## config.mk

```make
export PLATFORM = sky130hd
export DESIGN_NAME = mips_mc_ctrl_fsm_flat
export DESIGN_NICKNAME = d
export VERILOG_FILES = /design/src/rtl/mips_ctrl_pkg.sv /design/src/rtl/mips_mc_ctrl_fsm_if.sv /design/src/rtl/mips_instr_classify.sv /design/src/rtl/mips_mc_ctrl_fsm.sv /design/src/flat_wrapper.sv
export SDC_FILE = /design/constraint.sdc
export NUM_CORES = 1
export LEC_CHECK = 0
export CAP_MARGIN = 20
export CORE_ASPECT_RATIO = 1.5
export CORE_MARGIN = 2
export CORE_UTILIZATION = 42
export CTS_CLUSTER_DIAMETER = 50
export DETAILED_ROUTE_END_ITERATION = 10
export PLACE_DENSITY = 0.92
export SKIP_LAST_GASP = 1
export SLEW_MARGIN = 20
export SYNTH_ARGS = -nofsm -noshare
export SYNTH_HDL_FRONTEND = slang
export SYNTH_HIERARCHICAL = 1
export SYNTH_SLANG_ARGS = --single-unit
```

## constraint.sdc

```tcl
create_clock -name clk -period 2.45 [get_ports clk]
set_input_delay 0.245 -clock clk [delete_from_list [all_inputs] [get_ports clk]]
set_output_delay 0.245 -clock clk [all_outputs]
set_load 0.02 [all_outputs]
```

## src/rtl/mips_ctrl_pkg.sv

```systemverilog
// mips_ctrl_pkg
//   Shared types and constants for the multi-cycle MIPS control path:
//   - FSM state encoding
//   - instruction class produced by mips_instr_classify
//   - PC source and register-destination selects
//   - the state-only output bundle and its decode function
//   Optional build macro that other files react to: MULDIV_STALL_EN.
package mips_ctrl_pkg;

  typedef enum logic [2:0] {
    FETCH, DECODE, EXEC, MEM, WB, HALTED
  } state_t;

  typedef enum logic [3:0] {
    CLS_RALU, CLS_IALU, CLS_LOAD, CLS_STORE, CLS_BRANCH,
    CLS_J, CLS_JAL, CLS_JR, CLS_JALR, CLS_MULDIV, CLS_ILLEGAL
  } instr_class_t;

  typedef enum logic [1:0] {
    PC_PLUS4 = 2'd0, PC_BRANCH = 2'd1, PC_JUMP = 2'd2, PC_RS = 2'd3
  } pc_src_t;

  typedef enum logic [1:0] {
    DST_RT = 2'd0, DST_RD = 2'd1, DST_RA = 2'd2
  } reg_dst_t;

  localparam logic [5:0] OP_RTYPE  = 6'b000000;
  localparam logic [5:0] OP_REGIMM = 6'b000001;
  localparam logic [5:0] OP_J      = 6'b000010;
  localparam logic [5:0] OP_JAL    = 6'b000011;
  localparam logic [5:0] OP_BEQ    = 6'b000100;
  localparam logic [5:0] OP_BNE    = 6'b000101;
  localparam logic [5:0] OP_BLEZ   = 6'b000110;
  localparam logic [5:0] OP_BGTZ   = 6'b000111;
  localparam logic [2:0] OPG_LOAD  = 3'b100;
  localparam logic [2:0] OPG_STORE = 3'b101;
  localparam logic [2:0] OPG_IALU  = 3'b001;
  localparam logic [5:0] FN_JR     = 6'b001000;
  localparam logic [5:0] FN_JALR   = 6'b001001;
  localparam logic [3:0] FN_MULDIV = 4'b0110;  // funct[5:2]: mult/multu/div/divu

  // Outputs that depend only on state and instruction class. They are
  // computed for the next state and registered, so they are glitch-free.
  typedef struct packed {
    logic     active;
    logic     mem_read;
    logic     mem_write;
    pc_src_t  pc_src;
    logic     alu_src;
    reg_dst_t reg_dst;
    logic     reg_write;
    logic     mem_to_reg;
  } moore_t;

  function automatic moore_t moore_out(input state_t s, input instr_class_t c);
    moore_t o;
    o = '{active: 1'b1, mem_read: 1'b0, mem_write: 1'b0, pc_src: PC_PLUS4,
          alu_src: 1'b0, reg_dst: DST_RT, reg_write: 1'b0, mem_to_reg: 1'b0};
    case (s)
      FETCH: o.mem_read = 1'b1;
      EXEC: begin
        case (c)
          CLS_IALU, CLS_LOAD, CLS_STORE: o.alu_src = 1'b1;
          CLS_BRANCH: o.pc_src = PC_BRANCH;
          CLS_J:      o.pc_src = PC_JUMP;
          CLS_JAL: begin
            o.pc_src    = PC_JUMP;
            o.reg_write = 1'b1;
            o.reg_dst   = DST_RA;
          end
          CLS_JR:     o.pc_src = PC_RS;
          // The link write is state-driven, so it is issued even when the
          // jump target turns out to be zero and the core halts.
          CLS_JALR: begin
            o.pc_src    = PC_RS;
            o.reg_write = 1'b1;
            o.reg_dst   = DST_RD;
          end
          default: ;
        endcase
      end
      MEM: begin
        o.mem_read  = (c == CLS_LOAD);
        o.mem_write = (c == CLS_STORE);
      end
      WB: begin
        o.reg_write  = 1'b1;
        o.reg_dst    = (c == CLS_RALU) ? DST_RD : DST_RT;
        o.mem_to_reg = (c == CLS_LOAD);
      end
      HALTED: o.active = 1'b0;
      default: ;
    endcase
    return o;
  endfunction

endpackage

```

## src/rtl/mips_mc_ctrl_fsm_if.sv

```systemverilog
// mips_mc_ctrl_fsm_if
//   Control-path bundle between the multi-cycle FSM and the datapath/memory.
//   master: the controller (drives strobes, samples status)
//   slave : the datapath/memory side
//   Inputs to the controller : instr, mem_ready, branch_taken, jr_target_zero
//                              (+ muldiv_done with MULDIV_STALL_EN)
//   Outputs of the controller: mem_read, mem_write, ir_write, pc_write, pc_src,
//                              alu_src, reg_dst, reg_write, mem_to_reg, active,
//                              timeout_err (+ muldiv_start with MULDIV_STALL_EN)
interface mips_mc_ctrl_fsm_if;
  logic [31:0] instr;
  logic        mem_ready;
  logic        branch_taken;
  logic        jr_target_zero;
  logic        mem_read;
  logic        mem_write;
  logic        ir_write;
  logic        pc_write;
  logic [1:0]  pc_src;
  logic        alu_src;
  logic [1:0]  reg_dst;
  logic        reg_write;
  logic        mem_to_reg;
  logic        active;
  logic        timeout_err;
`ifdef MULDIV_STALL_EN
  logic        muldiv_start;
  logic        muldiv_done;

  modport master (
    input  instr, mem_ready, branch_taken, jr_target_zero, muldiv_done,
    output mem_read, mem_write, ir_write, pc_write, pc_src, alu_src,
           reg_dst, reg_write, mem_to_reg, active, timeout_err, muldiv_start
  );
  modport slave (
    output instr, mem_ready, branch_taken, jr_target_zero, muldiv_done,
    input  mem_read, mem_write, ir_write, pc_write, pc_src, alu_src,
           reg_dst, reg_write, mem_to_reg, active, timeout_err, muldiv_start
  );
`else
  modport master (
    input  instr, mem_ready, branch_taken, jr_target_zero,
    output mem_read, mem_write, ir_write, pc_write, pc_src, alu_src,
           reg_dst, reg_write, mem_to_reg, active, timeout_err
  );
  modport slave (
    output instr, mem_ready, branch_taken, jr_target_zero,
    input  mem_read, mem_write, ir_write, pc_write, pc_src, alu_src,
           reg_dst, reg_write, mem_to_reg, active, timeout_err
  );
`endif
endinterface

```

## src/rtl/mips_instr_classify.sv

```systemverilog
// mips_instr_classify
//   Combinational instruction classifier, shared with future hazard logic.
//   instr_i : 32-bit instruction word
//   cls_o   : instruction class
//   R-type functs other than JR/JALR/mul-div are all treated as ALU ops.
module mips_instr_classify
  import mips_ctrl_pkg::*;
(
  input  logic [31:0]  instr_i,
  output instr_class_t cls_o
);
  logic [5:0] op;
  logic [5:0] fn;
  logic       unused_fields;

  assign op = instr_i[31:26];
  assign fn = instr_i[5:0];
  assign unused_fields = ^instr_i[25:6];

  always_comb begin
    cls_o = CLS_ILLEGAL;
    if (op == OP_RTYPE) begin
      if (fn == FN_JR)                cls_o = CLS_JR;
      else if (fn == FN_JALR)         cls_o = CLS_JALR;
      else if (fn[5:2] == FN_MULDIV)  cls_o = CLS_MULDIV;
      else                            cls_o = CLS_RALU;
    end else if (op[5:3] == OPG_LOAD)  cls_o = CLS_LOAD;
    else if (op[5:3] == OPG_STORE)     cls_o = CLS_STORE;
    else if (op[5:3] == OPG_IALU)      cls_o = CLS_IALU;
    else if (op == OP_BEQ || op == OP_BNE || op == OP_BLEZ ||
             op == OP_BGTZ || op == OP_REGIMM)
      cls_o = CLS_BRANCH;
    else if (op == OP_J)               cls_o = CLS_J;
    else if (op == OP_JAL)             cls_o = CLS_JAL;
  end
endmodule

```

## src/rtl/mips_mc_ctrl_fsm.sv

```systemverilog
// mips_mc_ctrl_fsm
//   Multi-cycle MIPS control FSM: FETCH -> DECODE -> EXEC -> [MEM] -> [WB].
//   Waits on mem_ready for fetch and load/store, halts on a stalled memory
//   access (sticky timeout_err) or on JR/JALR to address zero.
//   clk, reset : clock, synchronous active-high reset (all outputs 0 while high)
//   bus        : mips_mc_ctrl_fsm_if.master control bundle
//   MEM_TIMEOUT: max wait cycles for a memory access (>= 2)
//   Build macro MULDIV_STALL_EN: adds muldiv_start/muldiv_done and holds EXEC
//   for mul/div until done; without it mul/div is a one-cycle EXEC no-op.
module mips_mc_ctrl_fsm
  import mips_ctrl_pkg::*;
#(
  parameter int MEM_TIMEOUT = 16
) (
  input logic clk,
  input logic reset,
  mips_mc_ctrl_fsm_if.master bus
);
  localparam int TMO_W = $clog2(MEM_TIMEOUT + 1);

  state_t       state_q, state_d;
  logic [TMO_W-1:0] tmo_q, tmo_d;
  logic         terr_q;
  moore_t       out_q;
  instr_class_t cls;
  logic         waiting, tmo_hit, exec_pcw, fetch_done;
`ifdef MULDIV_STALL_EN
  logic         mds_q;
`endif

  mips_instr_classify u_cls (
    .instr_i (bus.instr),
    .cls_o   (cls)
  );

  // Memory is busy in FETCH and in MEM (MEM only ever holds loads/stores).
  assign waiting    = (state_q == FETCH || state_q == MEM) && !bus.mem_ready;
  assign tmo_hit    = waiting && (tmo_q == TMO_W'(MEM_TIMEOUT - 1));
  assign fetch_done = (state_q == FETCH) && bus.mem_ready;

  always_comb begin
    exec_pcw = 1'b0;
    case (cls)
      CLS_BRANCH:        exec_pcw = bus.branch_taken;
      CLS_J, CLS_JAL:    exec_pcw = 1'b1;
      CLS_JR, CLS_JALR:  exec_pcw = !bus.jr_target_zero;
      default: ;
    endcase
  end

  always_comb begin
    state_d = state_q;
    case (state_q)
      FETCH: begin
        if (bus.mem_ready)  state_d = DECODE;
        else if (tmo_hit)   state_d = HALTED;
      end
      DECODE: state_d = EXEC;
      EXEC: begin
        case (cls)
          CLS_RALU, CLS_IALU:  state_d = WB;
          CLS_LOAD, CLS_STORE: state_d = MEM;
          CLS_JR, CLS_JALR:    state_d = bus.jr_target_zero ? HALTED : FETCH;
`ifdef MULDIV_STALL_EN
          CLS_MULDIV:          state_d = bus.muldiv_done ? FETCH : EXEC;
`endif
          default:             state_d = FETCH;
        endcase
      end
      MEM: begin
        if (bus.mem_ready)  state_d = (cls == CLS_LOAD) ? WB : FETCH;
        else if (tmo_hit)   state_d = HALTED;
      end
      WB:      state_d = FETCH;
      HALTED:  state_d = HALTED;
      default: state_d = FETCH;
    endcase
  end

  // Counter runs only while the same access keeps waiting; any state change
  // (completion, halt) clears it.
  assign tmo_d = (waiting && state_d == state_q) ? tmo_q + TMO_W'(1) : '0;

  always_ff @(posedge clk) begin
    if (reset) begin
      state_q <= FETCH;
      tmo_q   <= '0;
      terr_q  <= 1'b0;
      out_q   <= moore_out(FETCH, CLS_ILLEGAL);
`ifdef MULDIV_STALL_EN
      mds_q   <= 1'b0;
`endif
    end else begin
      state_q <= state_d;
      tmo_q   <= tmo_d;
      if (tmo_hit) terr_q <= 1'b1;
      out_q   <= moore_out(state_d, cls);
`ifdef MULDIV_STALL_EN
      // One-cycle start pulse on the first EXEC cycle only.
      mds_q   <= (state_q == DECODE) && (cls == CLS_MULDIV);
`endif
    end
  end

  // Reset gates every output combinationally so an in-flight access drops
  // in the same cycle reset is raised.
  assign bus.active      = out_q.active     & ~reset;
  assign bus.mem_read    = out_q.mem_read   & ~reset;
  assign bus.mem_write   = out_q.mem_write  & ~reset;
  assign bus.pc_src      = reset ? 2'd0 : out_q.pc_src;
  assign bus.alu_src     = out_q.alu_src    & ~reset;
  assign bus.reg_dst     = reset ? 2'd0 : out_q.reg_dst;
  assign bus.reg_write   = out_q.reg_write  & ~reset;
  assign bus.mem_to_reg  = out_q.mem_to_reg & ~reset;
  assign bus.timeout_err = terr_q           & ~reset;
  assign bus.ir_write    = fetch_done & ~reset;
  assign bus.pc_write    = (fetch_done || (state_q == EXEC && exec_pcw)) && !reset;
`ifdef MULDIV_STALL_EN
  assign bus.muldiv_start = mds_q & ~reset;
`endif
endmodule

```

## src/flat_wrapper.sv

```systemverilog
// flat-port wrapper written by rule: the top's interface ports become plain ports
module mips_mc_ctrl_fsm_flat import mips_ctrl_pkg::*;
#(
  parameter int MEM_TIMEOUT = 16
)
  (clk, reset, bus_instr, bus_mem_ready, bus_branch_taken, bus_jr_target_zero, bus_mem_read, bus_mem_write, bus_ir_write, bus_pc_write, bus_pc_src, bus_alu_src, bus_reg_dst, bus_reg_write, bus_mem_to_reg, bus_active, bus_timeout_err);
  mips_mc_ctrl_fsm_if bus_i ();
  input logic clk;
  input logic reset;
  input wire logic [$bits(bus_i.instr)-1:0] bus_instr;
  input wire logic [$bits(bus_i.mem_ready)-1:0] bus_mem_ready;
  input wire logic [$bits(bus_i.branch_taken)-1:0] bus_branch_taken;
  input wire logic [$bits(bus_i.jr_target_zero)-1:0] bus_jr_target_zero;
  output wire logic [$bits(bus_i.mem_read)-1:0] bus_mem_read;
  output wire logic [$bits(bus_i.mem_write)-1:0] bus_mem_write;
  output wire logic [$bits(bus_i.ir_write)-1:0] bus_ir_write;
  output wire logic [$bits(bus_i.pc_write)-1:0] bus_pc_write;
  output wire logic [$bits(bus_i.pc_src)-1:0] bus_pc_src;
  output wire logic [$bits(bus_i.alu_src)-1:0] bus_alu_src;
  output wire logic [$bits(bus_i.reg_dst)-1:0] bus_reg_dst;
  output wire logic [$bits(bus_i.reg_write)-1:0] bus_reg_write;
  output wire logic [$bits(bus_i.mem_to_reg)-1:0] bus_mem_to_reg;
  output wire logic [$bits(bus_i.active)-1:0] bus_active;
  output wire logic [$bits(bus_i.timeout_err)-1:0] bus_timeout_err;
  assign bus_i.instr = bus_instr;
  assign bus_i.mem_ready = bus_mem_ready;
  assign bus_i.branch_taken = bus_branch_taken;
  assign bus_i.jr_target_zero = bus_jr_target_zero;
  assign bus_mem_read = bus_i.mem_read;
  assign bus_mem_write = bus_i.mem_write;
  assign bus_ir_write = bus_i.ir_write;
  assign bus_pc_write = bus_i.pc_write;
  assign bus_pc_src = bus_i.pc_src;
  assign bus_alu_src = bus_i.alu_src;
  assign bus_reg_dst = bus_i.reg_dst;
  assign bus_reg_write = bus_i.reg_write;
  assign bus_mem_to_reg = bus_i.mem_to_reg;
  assign bus_active = bus_i.active;
  assign bus_timeout_err = bus_i.timeout_err;
  mips_mc_ctrl_fsm #(.MEM_TIMEOUT(MEM_TIMEOUT)) u_core (.clk(clk), .reset(reset), .bus(bus_i));
endmodule
```

* Yosys cells after proc, flatten, opt, wreduce, memory -nomap -nowiden
Index checks and enable logic that the tools add are counted.
** Word-level totals
- Register bits after elaboration :: 19
- Latch bits :: 0
- RAM bits :: 0
- Memory bits (read-only) :: 0
- Input bits :: 37
- Output and inout bits :: 13
- Word-level logic and storage cells :: 111
- Memories kept :: 0
** Cells by class
- Add/subtract/negate cells :: 1
- Multipliers :: 0
- Divide/modulo/power cells :: 0
- Order comparisons :: 0
- Eq/ne operators :: 31
- Shift-type cells :: 0
- Mux-type cells :: 27
- Bitwise operators :: 13
- Reductions and logical operators :: 28
** Operators by type and width (number)
- 4-bit 2-to-1 mux :: 10
- 6-bit by 3-bit equality test with 1-bit output (second input constant) :: 4
- 4-bit by 3-bit equality test with 1-bit output (second input constant) :: 5
- 2-bit OR reduction :: 8
- 3-bit equality test (second input constant) :: 5
- 3-bit 2-to-1 mux :: 5
- 3-bit one-hot mux with 5 select lines :: 1
- 3-bit by 2-bit equality test with 1-bit output (second input constant) :: 4
- 6-bit by 2-bit equality test with 1-bit output (second input constant) :: 2
- 6-bit by 4-bit equality test with 1-bit output (second input constant) :: 2
- 3-bit one-hot mux with 2 select lines :: 2
- 3-bit one-hot mux with 3 select lines :: 1
- 1-bit bitwise AND :: 8
- 4-bit by 2-bit equality test with 1-bit output (second input constant) :: 2
- 3-bit by 1-bit equality test with 1-bit output (second input constant) :: 2
- 6-bit by 1-bit equality test with 1-bit output (second input constant) :: 1
- 1-bit logical AND :: 6
- 3-bit logical NOT :: 2
- 6-bit logical NOT :: 1
- 1-bit logical OR :: 6
- 2-bit one-hot mux with 3 select lines :: 1
- 5-bit by 1-bit adder with 5-bit output (second input constant) :: 1
- 5-bit by 4-bit equality test with 1-bit output (second input constant) :: 1
- 1-bit NOT :: 5
- other kinds (10) :: 15

* Depth between registers and ports, before layout
Gate-level depths: netlist of run 1.
- Depth after elaboration :: 18
- Depth in mapped cells :: 8
- Gate-level depth less buffers :: 7

* By module
Netlist of run 1, hierarchy kept.
** Modules (own cells, without submodules)
- mips_mc_ctrl_fsm :: instances 1, cells each 120, area an instance 1038.5 sq um, seq. area each 380.4 sq um
- mips_instr_classify :: instances 1, cells each 19, area an instance 121.4 sq um, seq. area each 0.0 sq um

* Worst setup path before layout of run 1
Ideal clock, no wire load.
- Path type :: input to register
- From :: input bus_instr[4]
- To :: register u_core/out_q[9] in the netlist's numbering
- Setup time :: 0.134 ns
- Arrival time :: 1.832 ns
- Data required time :: 2.316 ns
- Path slack :: 0.484 ns
- Cell stages on the path :: 8
- Buffers on the path :: 1
- Cell sequence :: nor3_1 nand2_1 o21ai_1 buf_2 nor2b_1 a211oi_1 o211a_1 or4b_1
** Between the ends
- Elaborated cells on any way between the ends :: 22
- Those cells by class :: eq/ne: 9; mux: 9; reduce/logical: 4
** RTL lines
- from (decl) :: line flat_wrapper.sv:10 : input wire logic [$bits(bus_i.instr)-1:0] bus_instr;
- 6-bit by 4-bit equality test with 1-bit output :: line mips_instr_classify.sv:24 : else if (fn == FN_JALR) cls_o = CLS_JALR;
- 4-bit 2-to-1 mux :: line mips_instr_classify.sv:24
- 4-bit 2-to-1 mux * :: line mips_instr_classify.sv:23 : if (fn == FN_JR) cls_o = CLS_JR;
- 4-bit 2-to-1 mux * :: line mips_instr_classify.sv:22 : if (op == OP_RTYPE) begin
- named net u_core.cls[1] :: line mips_mc_ctrl_fsm.sv:25 : instr_class_t cls;
- 4-bit by 3-bit equality test with 1-bit output, or another cell as far along :: line mips_mc_ctrl_fsm.sv:60 : case (cls)
- 2-bit OR reduction (no line), or another cell as far along
- 3-bit one-hot mux with 3 select lines / 3-bit 2-to-1 mux (equally long branches) :: line mips_mc_ctrl_fsm.sv:60, mips_mc_ctrl_fsm.sv:71
- 3-bit one-hot mux with 5 select lines * :: line mips_mc_ctrl_fsm.sv:53 : case (state_q)
- 3-bit equality test * :: line mips_ctrl_pkg.sv:59 : case (s)
- 1-bit 2-to-1 mux * :: line mips_ctrl_pkg.sv:59
- to (signal assigned) :: line mips_mc_ctrl_fsm.sv:89 : out_q <= moore_out(FETCH, CLS_ILLEGAL);
- to (signal assigned) :: line mips_mc_ctrl_fsm.sv:97 : out_q <= moore_out(state_d, cls);
- to (decl) :: line mips_mc_ctrl_fsm.sv:24 : moore_t out_q;
The timed path passes the listed nets; every way through them passes the cells marked *.
A chain may end at the register's enable or synchronous reset.

* Worst setup path in the final report of run 1
Ends and elaborated chain as after synthesis.

==> results.ini, run 1 <==
[worst_setup_path]
crit_required_ps = 2580
worstSetupPathType = primary input to register
critical_path.cell_chain = clkdlybuf4s50_1 > nor3_2 > nand2_2 > a21boi_2 > buf_4 > and4b_2 > o21ai_2 > and3_4 > or4b_1
end_kind = register
timing.critical_path.arrival_ps = 2580
timing.critical_path.slowest_stage_cell = or4b_1
largest_incremental_delay_on_the_critical_path_ps = 500
critPathMaxFanout = 8
cp-start-kind = primary input

[routing]
routed-wl-met3_um = 144
route.detailed.vias_per_inst = 5.66
highest_layer = met4
detail_route.iter0.violations = 47
finalWirelength_mm = 3.45
drcViolationCount = 0
dr_wl_met2_mm = 2.03
dr_total_vias = 1263
route.layer.met1.wl_mm = 1.07
drt-pass1-iter-count = 4
ant_nets = 0
routed_wire_length_per_instance_um = 15.5

[floorplan]
core-area_mm2 = 0.00265
top_level_ports = 50
chipHeight_um = 68.4
dieArea_mm2 = 0.00321
placementRows = 23
initial_core_util_pct = 43.8
dieWidth_um = 46.9

[sta]
postLayoutSetupSlackWorst_ps = -7.27
setup_viol = 1
timing.final.crit_share_pct = 100
max-slew-margin-rel_pct = 73.6
timing_hold_violations_final = 0
highest_achievable_clock_rate_mhz = 407
unrepaired_setup_endpoints_after_global_routing = true
final_number_of_max_transition_violations = 0
fin_tns_setup_ps = -7.27
post-route-min-period_ps = 2460
worst_slew_pin_slew_ps = 396
clock-skew-final_ps = 2.67

[hold_path]
min-delay-path-class = register to register

[yosys]
post_synth_xor_area_fraction_pct = 2.27
synth_fa_ha_area_share_pct = 2.16
synth_top_area_share_pct = 32.8
post_synth_mux_area_share_pct = 0
postSynth.asyncResetShare_pct = 0
synth.most_common_cell = nor2_1
synth_sequential_area_ratio_pct = 32.8
synthesis.instances = 139
area_fraction_in_compound_gates_after_synthesis_pct = 16.1
yosys-top-cells-count = 20 x nor2_1, 19 x dfxtp_1, 12 x nor2b_1
synth-simple-area-share_pct = 39.7
synth_warnings = 6
post_synth.cell_area_avg_um2 = 8.34
synth-edff-count = 0
synth_top_cells_by_area = dfxtp_1 33%, nor2_1 6.5%, nor2b_1 6.5%, nand3_1 2.6%, nor4b_2 2.6%
post-synth-top-area-cell = dfxtp_1
synth_fp_nets = 178
synth_area_mm2 = 0.00116
combinational_family_with_the_most_area_after_synthesis = simple AND/OR/NAND/NOR gates
ys.flop_type = dfxtp_1
synth.distinct_cells = 51
ff_latch_count_synth = 19

[global_routing]
grt_pass1_vias = 1286
grt_max_degree = 21
grt_pass1_wl_mm = 5.20
globalRouteOverflowTotal = 0
grt_antenna_before_repair = 0
grtUsageTotal_pct = 22.4

[flow_run]
drv_cap = 0

[clock_tree]
clk_pin_slew_worst_paths_ps = 60
clock_sinks = 19
htree_num_levels = 1
clock_tree_from_tritoncts = yes
cts_buffer_depth = 2
cts_hold_buffers = 0
tritoncts.num_buffers = 3
clock-root-buffer = clkbuf_8
clock_insertion_delay_at_the_later_pin_of_the_skew_report_ps = 250

[pwr]
power.total_uw = 715
peak_supply_drop_mv = 0.234
power-per-cell-area_mw_per_mm2 = 408
net-switching-power_uw = 192
share_comb_of_total_power_pct = 24.9
share_clk_of_total_power_pct = 29.4
power.internal_uw = 522
static-leakage-power_uw = 0.000689
switching_share_of_total_power_pct = 26.9
seqPwrFrac_pct = 45.7

[finish]
area_growth_syn_to_layout_pct = 51.1
final_layout_size_suffix_gt1_share_pct = 27.4
diodes = 0
nets = 226
final.fill_count = 229
non_filler_instance_count_after_layout = 223

[outcome]
violations = setup timing
run_status = finished with violations

[place]
dp_hpwl_mm = 2.50
detailedPlace.worstSlack_ps = -430
placed_cells = 217
place.port_buffers = 29
placer_congestion_estimate = 0.948

==> cell families (layout without fill, tap and decap cells) <==
| family | count (synthesis) | after routing |
|---|---|---|
| fa+ha+maj | 2 | 2 |
| xor+xnor | 3 | 3 |
| flops | 19 | 19 |
| simple gates | 72 | 72 |
| buf+inv | 15 | 62 |
| compound gates | 28 | 28 |
==> area by class of cell <==
type                       count  area, µm²  share of cell area [%]
sequential                    19        380                    21.7
tap                           37       46.3                    2.64
multi-input combinational    105        805                    45.9
clock buffer                   4       45.0                    2.57
timing repair buffer          51        450                    25.7
inverter                       7       26.3                    1.50
==> flip-flops by register name, indices dropped and copies added (netlist names) <==
signal          cells
u_core/tmo_q        5
u_core/state_q      3
u_core/out_q       10
u_core/terr_q       1
==> worst paths after layout <==
kind                         from         endpoint  slack (ps)  cells after the start
hold reg to reg   u_core/tmo_q[0]  u_core/tmo_q[0]         450                      1
hold / removal    u_core/tmo_q[0]  u_core/tmo_q[0]         450                      1
setup reg to reg  u_core/tmo_q[0]  u_core/out_q[9]         490                      6
setup / recovery     bus_instr[4]  u_core/out_q[9]          -7                      9
==> power groups by stage <==
stage	Clock [µW]	Sequential [µW]	Combinational, µW
2_1_floorplan	0	327	86.2
3_5_place_dp	0	333	157
4_1_cts	213	326	160
5_1_grt	229	328	191
3_3_place_gp	0	332	149
6_report	210	326	178
==> critical path: cells and delay by family <==
| family | cells | cell delay (ps) |
|---|---|---|
| AO/OA/AOI/OAI | 2 | 310 |
| buffers and inverters | 2 | 660 |
| AND/OR/NAND/NOR | 5 | 1360 |
==> stage by stage <==
step	util, %	instance area, µm²	hold slack [ps]
floorplan	-	1160	371
global placement	60.1	1590	425
detailed placement	60.1	1590	446
CTS	62.9	1660	454
global route	66.2	1750	475
finish	66.2	1750	451
==> layer usage <==
metal / vias to the layer above / global-route usage, %
met1: 588 / 19.5
met5: - / 0
li1: 594 / -
met4: 0 / 18.1
met2: 60 / 43.0
met3: 21 / 1.58
==> cell usage in the layout, fill, tap and decap left out, types with 2 or more instances in the layout <==
cell             count
nor2_1              20
nor3_2               3
o21ai_2              3
clkbuf_8             3
nor3_1               2
dlymetal6s2s_1       2
nand2_1              2
nand2_2              2
dfxtp_1             19
nand3_1              6
ha_1                 2
dlygate4sd2_1        4
nor4b_4              3
and3_1               2
o21ai_0              4
nor4_1               3
nor2b_1             12
and4b_1              2
xnor2_1              2
inv_1                7
buf_4               22
a21oi_1              5
clkdlybuf4s50_1     22
==> repair_timing <==
item | CTS | global route
pin swaps | 2 | 7
setup endpoints to repair | 2 | 6
resized for setup | 13 | 18
setup buffers | 0 | 2
cloned | 0 | 0
Power figures use the tool's default switching activity.
==> run 2: changes to the inputs <==
==> constraint.sdc (replaced) <==
create_clock -name clk -period 2.45 [get_ports clk]
set_input_delay 0.49 -clock clk [delete_from_list [all_inputs] [get_ports clk]]
set_output_delay 0.49 -clock clk [all_outputs]
set_load 0.02 [all_outputs]
==> results.ini, run 2 (same netlist as run 1, synthesis figures left out) <==
[outcome]
run_status = finished with violations
violations = setup timing

[sta]
max-slew-margin-rel_pct = 77.1
worst_slew_pin_slew_ps = 343
post-route-min-period_ps = 2520
highest_achievable_clock_rate_mhz = 397
timing.final.crit_share_pct = 103
timing_hold_violations_final = 0
clock-skew-final_ps = 0.881
postLayoutSetupSlackWorst_ps = -71.7
setup_viol = 2
unrepaired_setup_endpoints_after_global_routing = true
final_number_of_max_transition_violations = 0

[finish]
largest_registers = u_core/out_q: 10 flops, u_core/tmo_q: 5 flops, u_core/state_q: 3 flops
nets = 232
most_frequent_standard_cell_in_the_layout_excluding_fill_and_tap_cells = buf_4
registers.top_by_ff_count = u_core/out_q
largest_register_ffs = 10
diodes = 0
final_util_pct = 70.9
final_layout_size_suffix_gt1_share_pct = 39.1
final_cell_mix = 28 x buf_4, 19 x dfxtp_1, 18 x nor2_1
area_growth_syn_to_layout_pct = 61.8

[worst_setup_path]
crit-reg2reg-capture = u_core/out_q[9]
path_common_cell = buf_6
rr_worst_depth = 6
crit_required_ps = 1960
timing.critical_path.slowest_stage_cell = nor3b_4
critical-path-top-delay-family = compound AO/OA/AOI/OAI gates
largest_incremental_delay_on_the_critical_path_ps = 260
end_kind = output port
critPathMaxFanout = 3
critical_path.cell_chain = buf_6 > nor3b_4 > nand2_2 > o21ai_4 > and2_4 > a21oi_4 > o2bb2ai_4 > a41o_1 > buf_6
worst-path-buf-inv = 2
reg2reg_setup_slack_ps = 480
cp-start-kind = primary input
crit-reg2reg-launch = u_core/tmo_q[0]
worstSetupPathType = primary input to output port
timing.critical_path.arrival_ps = 2030

[routing]
finalWirelength_mm = 3.59
drt-pass1-iter-count = 4
routed_wire_length_per_instance_um = 15.7
detail_route.iter0.violations = 37
drcViolationCount = 0
ant_nets = 0
dr_total_vias = 1285
route.detailed.vias_per_inst = 5.61

[hold_path]
worst_hold_path.num_cells = 1
min-delay-path-class = register to register
holdPathEnd = u_core/tmo_q[0]
worst_hold_startpoint = u_core/tmo_q[0]

[place]
dp_hpwl_mm = 2.43
place.port_buffers = 29
placer_congestion_estimate = 0.868
detailedPlace.worstSlack_ps = -850

[floorplan]
chipHeight_um = 68.4
core-area_mm2 = 0.00265
top_level_ports = 50
placementRows = 23
dieWidth_um = 46.9
initial_core_util_pct = 43.8
dieArea_mm2 = 0.00321

[global_routing]
grt_antenna_before_repair = 0
grtUsageTotal_pct = 23.9
grt_pass1_vias = 1304
grt_max_degree = 21
grt_pass1_wl_mm = 5.51
globalRouteOverflowTotal = 0

[clock_tree]
tritoncts.num_buffers = 3
clk_pin_slew_worst_paths_ps = 60
clock_tree_from_tritoncts = yes
cts_hold_buffers = 0
clock_sinks = 19
htree_num_levels = 1
cts_buffer_depth = 2
clock_insertion_delay_at_the_later_pin_of_the_skew_report_ps = 250
clock-root-buffer = clkbuf_8

[pwr]
peak_supply_drop_mv = 0.252
static-leakage-power_uw = 0.000737
power-per-cell-area_mw_per_mm2 = 394

[flow_run]
drv_cap = 0

run 2: cell types whose count changed in the layout (fill, tap and decap cells not counted), moves of 3 or more:
cell,change
clkdlybuf4s50_1,-7
buf_6,+6
nor3_4,+3
dlygate4sd2_1,-3
buf_4,+6
clkbuf_2,+5
run 2: timing repair:
action                                  in CTS  in global routing
gates resized for setup                     47                 62
endpoints found under the setup margin      13                  9
pin swaps                                   11                 17
endpoints found under the hold margin        0                  0
setup buffers                                4                  1
run 2: how the worst max path moves through the flow:
stage | start | end | slack (ps) | depth (start not counted)
floorplan | bus_instr[4] | bus_pc_write | 120 | 8
global placement | bus_instr[28] | bus_pc_write | -770 | 9
detailed placement | bus_instr[31] | bus_pc_write | -850 | 9
CTS | bus_instr[2] | bus_pc_write | -50 | 9
global route | bus_instr[27] | u_core/out_q[9] | -140 | 9
finish | bus_instr[2] | bus_pc_write | -70 | 9
run 2: layout make-up:
type                    count  area (µm²)
repair buffers             57         497
flip-flops and latches     19         380
multi-input cells         105         882
clock buffers               4        45.0
inverters                   7        26.3
fillers                   206         771
well taps                  37        46.3
run 2: through the flow:
| stage | power (µW) | hold WS, ps | cells | setup TNS, ps | cell area (µm²) |
|---|---|---|---|---|---|
| after floorplan | 413 | 418 | 139 | 0 | 1160 |
| after global placement | 487 | 425 | 220 | -4110 | 1610 |
| after detailed placement | 494 | 440 | 220 | -5480 | 1610 |
| after CTS | 706 | 455 | 228 | -50.9 | 1760 |
| after global routing | 773 | 489 | 229 | -255 | 1880 |
| final | 739 | 451 | 229 | -85.3 | 1880 |
run 2: power by group:
group          internal, µW  switching [µW]
sequential              317            6.11
clock                   115            91.2
combinational           105             104
total                   537             201
run 2: layer usage:
| layer | wire (µm) | global-route usage (%) | up-vias |
|---|---|---|---|
| met5 | 0 | 0 | - |
| met2 | 2130 | 47.8 | 59 |
| met1 | 1160 | 20.6 | 605 |
| met3 | 140 | 2.37 | 19 |
| li1 | - | - | 602 |
| met4 | 165 | 15.3 | 0 |
